$ cat config.mk
export PLATFORM = sky130hd
export DESIGN_NAME = conv_encoder_framer
export DESIGN_NICKNAME = d
export VERILOG_FILES = /design/src/rtl/conv_encoder_framer.sv
export SDC_FILE = /design/constraint.sdc
export NUM_CORES = 1
export LEC_CHECK = 0
export CAP_MARGIN = 20
export CORE_MARGIN = 5
export CORE_UTILIZATION = 51
export CTS_CLUSTER_SIZE = 12
export DETAILED_ROUTE_END_ITERATION = 10
export DONT_BUFFER_PORTS = 1
export PLACE_DENSITY = 0.66
export SLEW_MARGIN = 20
export SYNTH_ARGS = -nofsm -noshare
export SYNTH_HDL_FRONTEND = slang
export SYNTH_SLANG_ARGS = --single-unit
$ cat constraint.sdc
create_clock -name clk -period 3.12 [get_ports clk]
set_clock_uncertainty 0.15 [all_clocks]
set_input_delay 0.624 -clock clk [delete_from_list [all_inputs] [get_ports clk]]
set_output_delay 0.624 -clock clk [all_outputs]
set_load 0.02 [all_outputs]
$ cat src/rtl/conv_encoder_framer.sv
// Rate-1/2 convolutional encoder with frame control and K-1 zero-tail termination.
// Optional error injection on the output symbols is enabled by defining CONV_ENC_ERR_INJ_EN.
module conv_encoder_framer #(
    parameter int             K         = 3,
    parameter logic [K-1:0]   G0        = 3'b111,
    parameter logic [K-1:0]   G1        = 3'b101,
    parameter int             FRAME_LEN = 64,
    parameter int             GAP       = 2
) (
    input  logic        clk,
    input  logic        rst,
    input  logic        enable_i,
    input  logic        d_in,
    output logic        ready_o,
    input  logic        abort_i,
    output logic        valid_o,
    output logic [1:0]  d_out,
    output logic        sop_o,
    output logic        eop_o,
    output logic [15:0] frame_cnt_o
`ifdef CONV_ENC_ERR_INJ_EN
    ,
    input  logic [1:0]  err_mask_i,
    output logic [15:0] err_cnt_o
`endif
);

    typedef enum logic [1:0] {
        S_IDLE = 2'd0,
        S_DATA = 2'd1,
        S_TAIL = 2'd2,
        S_GAP  = 2'd3
    } state_t;

    localparam logic [15:0] LAST_BIT  = 16'(FRAME_LEN - 1);
    localparam logic [3:0]  LAST_TAIL = 4'(K - 2);
    localparam logic [3:0]  LAST_GAP  = 4'(GAP - 1);

    state_t        state_r;
    logic [K-2:0]  sr_r;
    logic [15:0]   bit_cnt_r;
    logic [3:0]    tail_cnt_r;
    logic [3:0]    gap_cnt_r;

    logic          accept_s;
    logic          emit_s;
    logic          in_bit_s;
    logic [1:0]    sym_s;
    logic [K-2:0]  sr_next_s;
    logic [1:0]    mask_s;

    function automatic logic parity(input logic [K-1:0] v);
        return ^v;
    endfunction

    function automatic logic [1:0] encode(input logic d, input logic [K-2:0] sr);
        logic [K-1:0] v;
        v = {d, sr};
        return {parity(G0 & v), parity(G1 & v)};
    endfunction

    assign ready_o  = ~rst & ((state_r == S_IDLE) | (state_r == S_DATA));
    assign accept_s = enable_i & ready_o;

`ifdef CONV_ENC_ERR_INJ_EN
    function automatic logic [1:0] popcount2(input logic [1:0] m);
        return {1'b0, m[1]} + {1'b0, m[0]};
    endfunction

    logic [16:0] err_sum_s;
    assign mask_s    = err_mask_i;
    assign err_sum_s = {1'b0, err_cnt_o} + {15'd0, popcount2(mask_s)};

    // Saturating count of output bits flipped by the injection mask
    always_ff @(posedge clk or posedge rst) begin
        if (rst) begin
            err_cnt_o <= 16'd0;
        end else if (emit_s) begin
            err_cnt_o <= err_sum_s[16] ? 16'hFFFF : err_sum_s[15:0];
        end
    end
`else
    assign mask_s = 2'b00;
`endif

    // Symbol to emit this cycle: tail cycles always shift in a zero
    always_comb begin
        emit_s   = 1'b0;
        in_bit_s = d_in;
        if (state_r == S_TAIL) begin
            emit_s   = 1'b1;
            in_bit_s = 1'b0;
        end else if ((state_r == S_IDLE) || (state_r == S_DATA)) begin
            emit_s   = accept_s;
            in_bit_s = d_in;
        end else begin
            emit_s   = 1'b0;
            in_bit_s = 1'b0;
        end
        sym_s     = encode(in_bit_s, sr_r);
        sr_next_s = {in_bit_s, sr_r[K-2:1]};
    end

    // Frame FSM with registered symbol, framing flags and frame counter
    always_ff @(posedge clk or posedge rst) begin
        if (rst) begin
            state_r     <= S_IDLE;
            sr_r        <= '0;
            bit_cnt_r   <= 16'd0;
            tail_cnt_r  <= 4'd0;
            gap_cnt_r   <= 4'd0;
            frame_cnt_o <= 16'd0;
            valid_o     <= 1'b0;
            d_out       <= 2'b00;
            sop_o       <= 1'b0;
            eop_o       <= 1'b0;
        end else begin
            valid_o <= emit_s;
            d_out   <= emit_s ? (sym_s ^ mask_s) : 2'b00;
            sop_o   <= 1'b0;
            eop_o   <= 1'b0;
            case (state_r)
                S_IDLE: begin
                    if (accept_s) begin
                        sr_r       <= sr_next_s;
                        sop_o      <= 1'b1;
                        bit_cnt_r  <= 16'd1;
                        tail_cnt_r <= 4'd0;
                        state_r    <= (FRAME_LEN == 1) ? S_TAIL : S_DATA;
                    end
                end
                S_DATA: begin
                    if (accept_s) begin
                        sr_r      <= sr_next_s;
                        bit_cnt_r <= bit_cnt_r + 16'd1;
                    end
                    // Abort with a simultaneous accept still encodes that bit first
                    if ((accept_s && (bit_cnt_r == LAST_BIT)) || abort_i) begin
                        tail_cnt_r <= 4'd0;
                        state_r    <= S_TAIL;
                    end
                end
                S_TAIL: begin
                    sr_r       <= sr_next_s;
                    tail_cnt_r <= tail_cnt_r + 4'd1;
                    if (tail_cnt_r == LAST_TAIL) begin
                        eop_o       <= 1'b1;
                        frame_cnt_o <= frame_cnt_o + 16'd1;
                        bit_cnt_r   <= 16'd0;
                        gap_cnt_r   <= 4'd0;
                        if (GAP == 0) begin
                            sr_r    <= '0;
                            state_r <= S_IDLE;
                        end else begin
                            state_r <= S_GAP;
                        end
                    end
                end
                S_GAP: begin
                    gap_cnt_r <= gap_cnt_r + 4'd1;
                    if (gap_cnt_r == LAST_GAP) begin
                        sr_r    <= '0;
                        state_r <= S_IDLE;
                    end
                end
                default: begin
                    sr_r    <= '0;
                    state_r <= S_IDLE;
                end
            endcase
        end
    end

endmodule

Yosys cells after proc, flatten, opt, wreduce, memory -nomap -nowiden
Cells that the tools add are included.
{ "totals": {"register_bits": 49, "out_inout_bits": 22, "wordCells": 70} }
{ "classes": {"addsub": 4, "eq_ne": 12, "n_mux": 25, "bitwise": 4, "reduce_logical": 15} }
{ "ops": {"columns": ["operator", "count"], "rows": [
  ["16-bit two-way mux", 3],
  ["16-bit case mux with 3 select lines", 1],
  ["16-bit by 1-bit adder with 16-bit output (second input constant)", 2],
  ["16-bit by 6-bit == test with 1-bit output (second input constant)", 1],
  ["2-bit two-way mux", 6],
  ["4-bit two-way mux", 3],
  ["4-bit case mux with 3 select lines", 1],
  ["4-bit by 1-bit adder with 4-bit output (second input constant)", 2],
  ["4-bit by 1-bit == test with 1-bit output (second input constant)", 2],
  ["1-bit two-way mux", 8],
  ["2-bit case mux with 4 select lines", 1],
  ["4-bit case mux with 2 select lines", 1],
  ["4-bit AND reduction", 2],
  ["2-bit by 1-bit != test with 1-bit output (second input constant)", 3],
  ["2-bit != test (second input constant)", 3],
  ["2-bit case mux with 3 select lines", 1],
  ["2-bit AND reduction", 3],
  ["3-bit parity", 2],
  ["2-bit == test (second input constant)", 2],
  ["3-bit AND reduction", 1],
  ["3-bit nonzero test", 1],
  ["1-bit bitwise AND", 2],
  ["2-bit by 1-bit == test with 1-bit output (second input constant)", 1],
  ["2-bit logical NOT", 1],
  ["6 further kinds", 7]
]} }

Depth between registers and ports, before layout
{ "depth": {"depth_word": 8, "mapped_depth": 9, "ltp_nobuf": 7} }

Least setup slack after synthesis
Ideal clock, no wire load.
{ "synth_path": {"path_kind": "register to register", "start": "register state_r[1]", "end": "register bit_cnt_r[14]", "arrival_ns": 1.851, "path_slack_ns": 1.043, "stages_incl_launch_ff": 9, "n_path_buf": 1, "path_cell_list": "dfrtp_1 -> inv_1 -> ha_1 -> clkbuf_1 -> nor2_2 -> o221ai_1 -> nor2_1 -> nand4_1 -> o21ai_1"} }
{ "synth_between": {"elab_chain_len": 6} }
{ "synth_lines": {"columns": ["element", "line_no", "source"], "rows": [
  ["start, declared", "39", "state_t state_r;"],
  ["start signal, assigned", "129", "state_r <= (FRAME_LEN == 1) ? S_TAIL : S_DATA;"],
  ["2-bit by 1-bit == test with 1-bit output or 2-bit logical NOT (tied branches)", "62, 122", null],
  ["1-bit OR", "62", "assign ready_o = ~rst & ((state_r == S_IDLE) | (state_r == S_DATA));"],
  ["1-bit bitwise AND", "62", null],
  ["1-bit bitwise AND", "63", "assign accept_s = enable_i & ready_o;"],
  ["2-bit != test (no line)", null, null],
  ["4-bit AND reduction (no line)", null, null],
  ["end signal, assigned", "135", "bit_cnt_r <= bit_cnt_r + 16'd1;"],
  ["end, declared", "41", "logic [15:0] bit_cnt_r;"]
]} }
Parallel ways exist; a longest one is shown, timed or not.
A chain may end at the register's enable or synchronous reset.

Final worst setup path
{ "layout_path": {"start": "register state_r[1]", "end": "output port ready_o"} }
{ "layout_between": {"elab_chain_len": 3} }
{ "layout_lines": {"columns": ["element", "line_no", "source"], "rows": [
  ["2-bit by 1-bit == test with 1-bit output or 2-bit logical NOT (tied branches)", "62", null],
  ["1-bit OR (*)", "62", null],
  ["1-bit bitwise AND (*)", "62", null],
  ["end, declared", "14", "output logic ready_o,"]
]} }
Every way passes the cells marked *; elsewhere a longest branch is shown, timed or not.

==> tab_implementation.tex <==
\begin{tabular}{lr}
\hline
Metric & Value \\
\hline
\multicolumn{2}{l}{\textbf{Drt}} \\
ANT nets after route & 0 \\
Total Wirelength & 4878 um \\
Count of TritonRoute iterations in the first routing pass & 4 \\
Via density per instance & 5.745 \\
Detailed-route wire length per cell & 14.65 um \\
Iteration-0 DRC Markers & 97 \\
Overall via count from detail\_route & 1913 \\
\# DRC & 0 \\
\multicolumn{2}{l}{\textbf{CTS}} \\
Clock transition time at the flip-flop clock pins of the worst setup and hold paths & 90 ps \\
Clock latency at the later pin of the worst-skew pair & 300 ps \\
Number of buffers inserted for hold repair after clock tree synthesis & 0 \\
Clock Sinks & 49 \\
CTS resizes & 0 \\
Number of buffers added for setup after CTS & 0 \\
Worst-case clock buffer depth & 2 \\
Root buffer cell & clkbuf\_8 \\
H-tree level count & 2 \\
CTS Buf Count & 5 \\
TritonCTS clock tree & built \\
\multicolumn{2}{l}{\textbf{Timing}} \\
Final setup violating endpoints & 0 \\
Post-route setup TNS & 0 ps \\
Tmin final & 2388 ps \\
Tcrit/Tclk final & 76.54\% \\
Final count of pins violating max slew & 0 \\
Final hold viol count & 0 \\
Setup repair after global routing missed its margin & no \\
Worst Max-Slew Pin Slew & 852.5 ps \\
Maximum clock frequency & 418.8 MHz \\
Max-slew headroom at the worst pin & 43.10\% \\
\multicolumn{2}{l}{\textbf{Outcome}} \\
Result of the run & finished clean \\
\multicolumn{2}{l}{\textbf{Logic synthesis}} \\
Synth cell types & 45 \\
Simple-gate area share of the yosys netlist & 22.31\% \\
Post-synthesis instance area & 2546 um2 \\
Mean area per synthesized cell & 9.645 um2 \\
Multiplexer fraction of the synthesized cell area & 0.8845\% \\
XOR/XNOR share of the synthesized area & 6.192\% \\
Count of flip-flops with a built-in enable after synthesis & 0 \\
Sequential-to-total area share from yosys stat & 48.16\% \\
Net Count, Synth & 279 \\
Main combinational cell family by area after synthesis & simple AND/OR/NAND/NOR gates \\
Count of yosys warnings during synthesis & 0 \\
Adder and majority gate portion of the synthesized area & 4.914\% \\
Post-Syn Instances & 264 \\
Number of synthesized register bits & 49 \\
Fraction of registers with async set/reset & 100.0\% \\
Area fraction in compound gates after synthesis & 14.50\% \\
Top FF cell, synth & dfrtp\_1 \\
\multicolumn{2}{l}{\textbf{Global routing}} \\
Initial antenna violation count & 0 \\
Maximum number of pins on one net before global-route repair & 50 \\
Number of global-route vias before repair & 1799 \\
Wire length of the first global-routing pass & 8424 um \\
Remaining global-route overflow & 0 \\
Global-route usage over all layers & 16.65\% \\
\multicolumn{2}{l}{\textbf{Setup path}} \\
Category of cells accounting for the largest share of critical-path delay & simple AND/OR/NAND/NOR gates \\
Number of buffers and inverters on the critical path & 1 \\
Data required time of the critical path & 2350 ps \\
Maximum fanout along the worst path & 8 \\
Arrival time reported for the critical path endpoint & 1610 ps \\
Critical path class & reg -> out \\
Worst stage delay on the critical path & 440 ps \\
CP max-delay cell & dfrtp\_1 \\
Nature of the critical path startpoint & register \\
Chain of cells forming the critical path & inv\_1 > ha\_1 > nor2\_2 > nor2\_1 \\
CP endpoint kind & output port \\
\multicolumn{2}{l}{\textbf{Final layout}} \\
Filler cell count & 433 \\
Net count, final & 280 \\
Reg area & 1226 um2 \\
Signed area change from the synthesized netlist to the final layout & 7.519\% \\
Number of antenna cells inserted & 0 \\
Share of layout cells above drive strength 1 & 7.519\% \\
Most common cell after layout, fill and taps aside & dfrtp\_1 \\
Top library cells by usage in the layout, fill and taps aside & dfrtp\_1 (49), nand2\_1 (27), nor2\_1 (19) \\
Combined area of the multi-input logic cells & 1242 um2 \\
\multicolumn{2}{l}{\textbf{Floorplanning}} \\
Floorplan row count & 25 \\
Num ports & 27 \\
DIE AREA & 6505 um2 \\
Vert. Die Dim & 80.66 um \\
Area of the core & 4786 um2 \\
Width of the die & 80.66 um \\
Starting Density & 53.20\% \\
\multicolumn{2}{l}{\textbf{Min path}} \\
Worst Hold Class & in -> async \\
\multicolumn{2}{l}{\textbf{Pwr}} \\
Cell internal pwr & 1272 uW \\
Register share of total power & 42.1\% \\
Power per standard cell area & 768.0 nW/um2 \\
Part of the power in the clock network & 22.3\% \\
Switch Pwr & 830.0 uW \\
Largest vdd supply drop & 0.4164 mV \\
Standby leakage power & 0.001189 uW \\
Switching power as a share of total power & 39.48\% \\
Total Power Consumption & 2102 uW \\
Power share of the combinational group & 35.6\% \\
\multicolumn{2}{l}{\textbf{Place}} \\
Final weighted congestion in routability-driven placement & 0.8237 \\
Half-perimeter wire length after detailed placement & 3491 um \\
Buffers on Ports & 0 \\
\multicolumn{2}{l}{\textbf{Run}} \\
Max-capacitance violation count & 0 \\
\hline
\end{tabular}
-- worst reg2reg max path, stage by stage, from the launching register on --
cell      delay (ps)
dfrtp_1          410
inv_1            120
ha_1             400
nor4bb_1         250
buf_4            210
nand4_1          170
nor2_1           230
nand3_1          130
xnor2_1          150
-- flip-flops by register name, indices dropped and copies added (netlist names) --
name / count
state_r: 2
eop_o: 1
valid_o: 1
sop_o: 1
sr_r: 2
frame_cnt_o: 16
tail_cnt_r: 4
d_out: 2
gap_cnt_r: 4
bit_cnt_r: 16
-- Yosys cell counts (all sizes together), types with 3 or more instances --
| library cell | instances | area [um2] |
|---|---|---|
| inv | 11 | 41.29 |
| nand2b | 3 | 18.77 |
| o21ai | 30 | 150.1 |
| ha | 10 | 125.1 |
| nor2b | 3 | 18.77 |
| nand4 | 11 | 68.82 |
| nand2 | 27 | 101.4 |
| and3 | 5 | 31.28 |
| dfrtp | 49 | 1226 |
| nand3 | 15 | 75.07 |
| xor2 | 5 | 43.79 |
| xnor2 | 13 | 113.9 |
| nor2 | 20 | 77.58 |
| and2 | 3 | 18.77 |
| o31ai | 5 | 42.54 |
| a21o | 3 | 22.52 |
| nor3 | 6 | 41.29 |
| clkbuf | 7 | 26.28 |
| a31oi | 6 | 52.55 |
| a21oi | 6 | 30.03 |
-- per-stage QoR --
| step | setup slack (ps) | cells | instance area (um2) | hold WS [ps] | utilization (%) |
|---|---|---|---|---|---|
| 6_report | 732.1 | 333 | 2738 | 193.6 | 57.20 |
| 5_1_grt | 579.7 | 333 | 2738 | 261.2 | 57.20 |
| 4_1_cts | 710.9 | 333 | 2736 | 319.3 | 57.18 |
| 3_5_place_dp | 784.4 | 325 | 2616 | 342.1 | 54.67 |
| 3_3_place_gp | 857.7 | 325 | 2616 | 334.6 | 54.67 |
| 2_1_floorplan | 1043 | 264 | 2546 | 300.7 | - |
-- final cells by class --
cell class,count,share of cell area [%]
timing repair buffer,3,0.8227
inverter,11,1.554
clock inverter,2,1.371
multi-input combinational,195,45.38
tap,67,3.062
clock buffer,6,3.016
sequential,49,44.79
-- metal layers --
metal | vias up | global-route usage [%] | share of wire (%)
met3 | 6 | 5.045 | 5.2
met5 | - | 0 | 0
li1 | 944 | - | -
met4 | 0 | 5.236 | 1.4
met2 | 43 | 27.40 | 47
met1 | 920 | 20.88 | 46
-- path summary, 6_finish.rpt --
kind	from	endpoint	slack, ps	cells after the start
min in group clk	d_in	sr_r[1]	330	1
worst min register to register	bit_cnt_r[4]	bit_cnt_r[4]	350	1
worst min-delay path	rst	state_r[1]	190	1
max in group asynchronous	rst	bit_cnt_r[13]	2110	1
worst max register to register	state_r[0]	frame_cnt_o[10]	780	8
worst max-delay path	state_r[1]	ready_o	730	4
-- power groups by stage --
stage                     sequential (uW)  combinational, uW  clock [uW]
after detailed placement              901                746           0
final                                 886                748         469
after floorplan                       875                588           0
after CTS                             889                753         485
after global placement                898                742           0
after global routing                  907                849         510
-- kinds of logic (layout without fill, tap and decap cells) --
family	after synthesis	in the layout
AOI/OAI and AO/OA	58	58
xor gates and xnor gates	18	18
adders and majority gates	10	10
buffers and inverters	20	22
DFF	49	49
muxes	2	2
and+or+nand+nor	107	107
(Power assumes the default switching activity.)
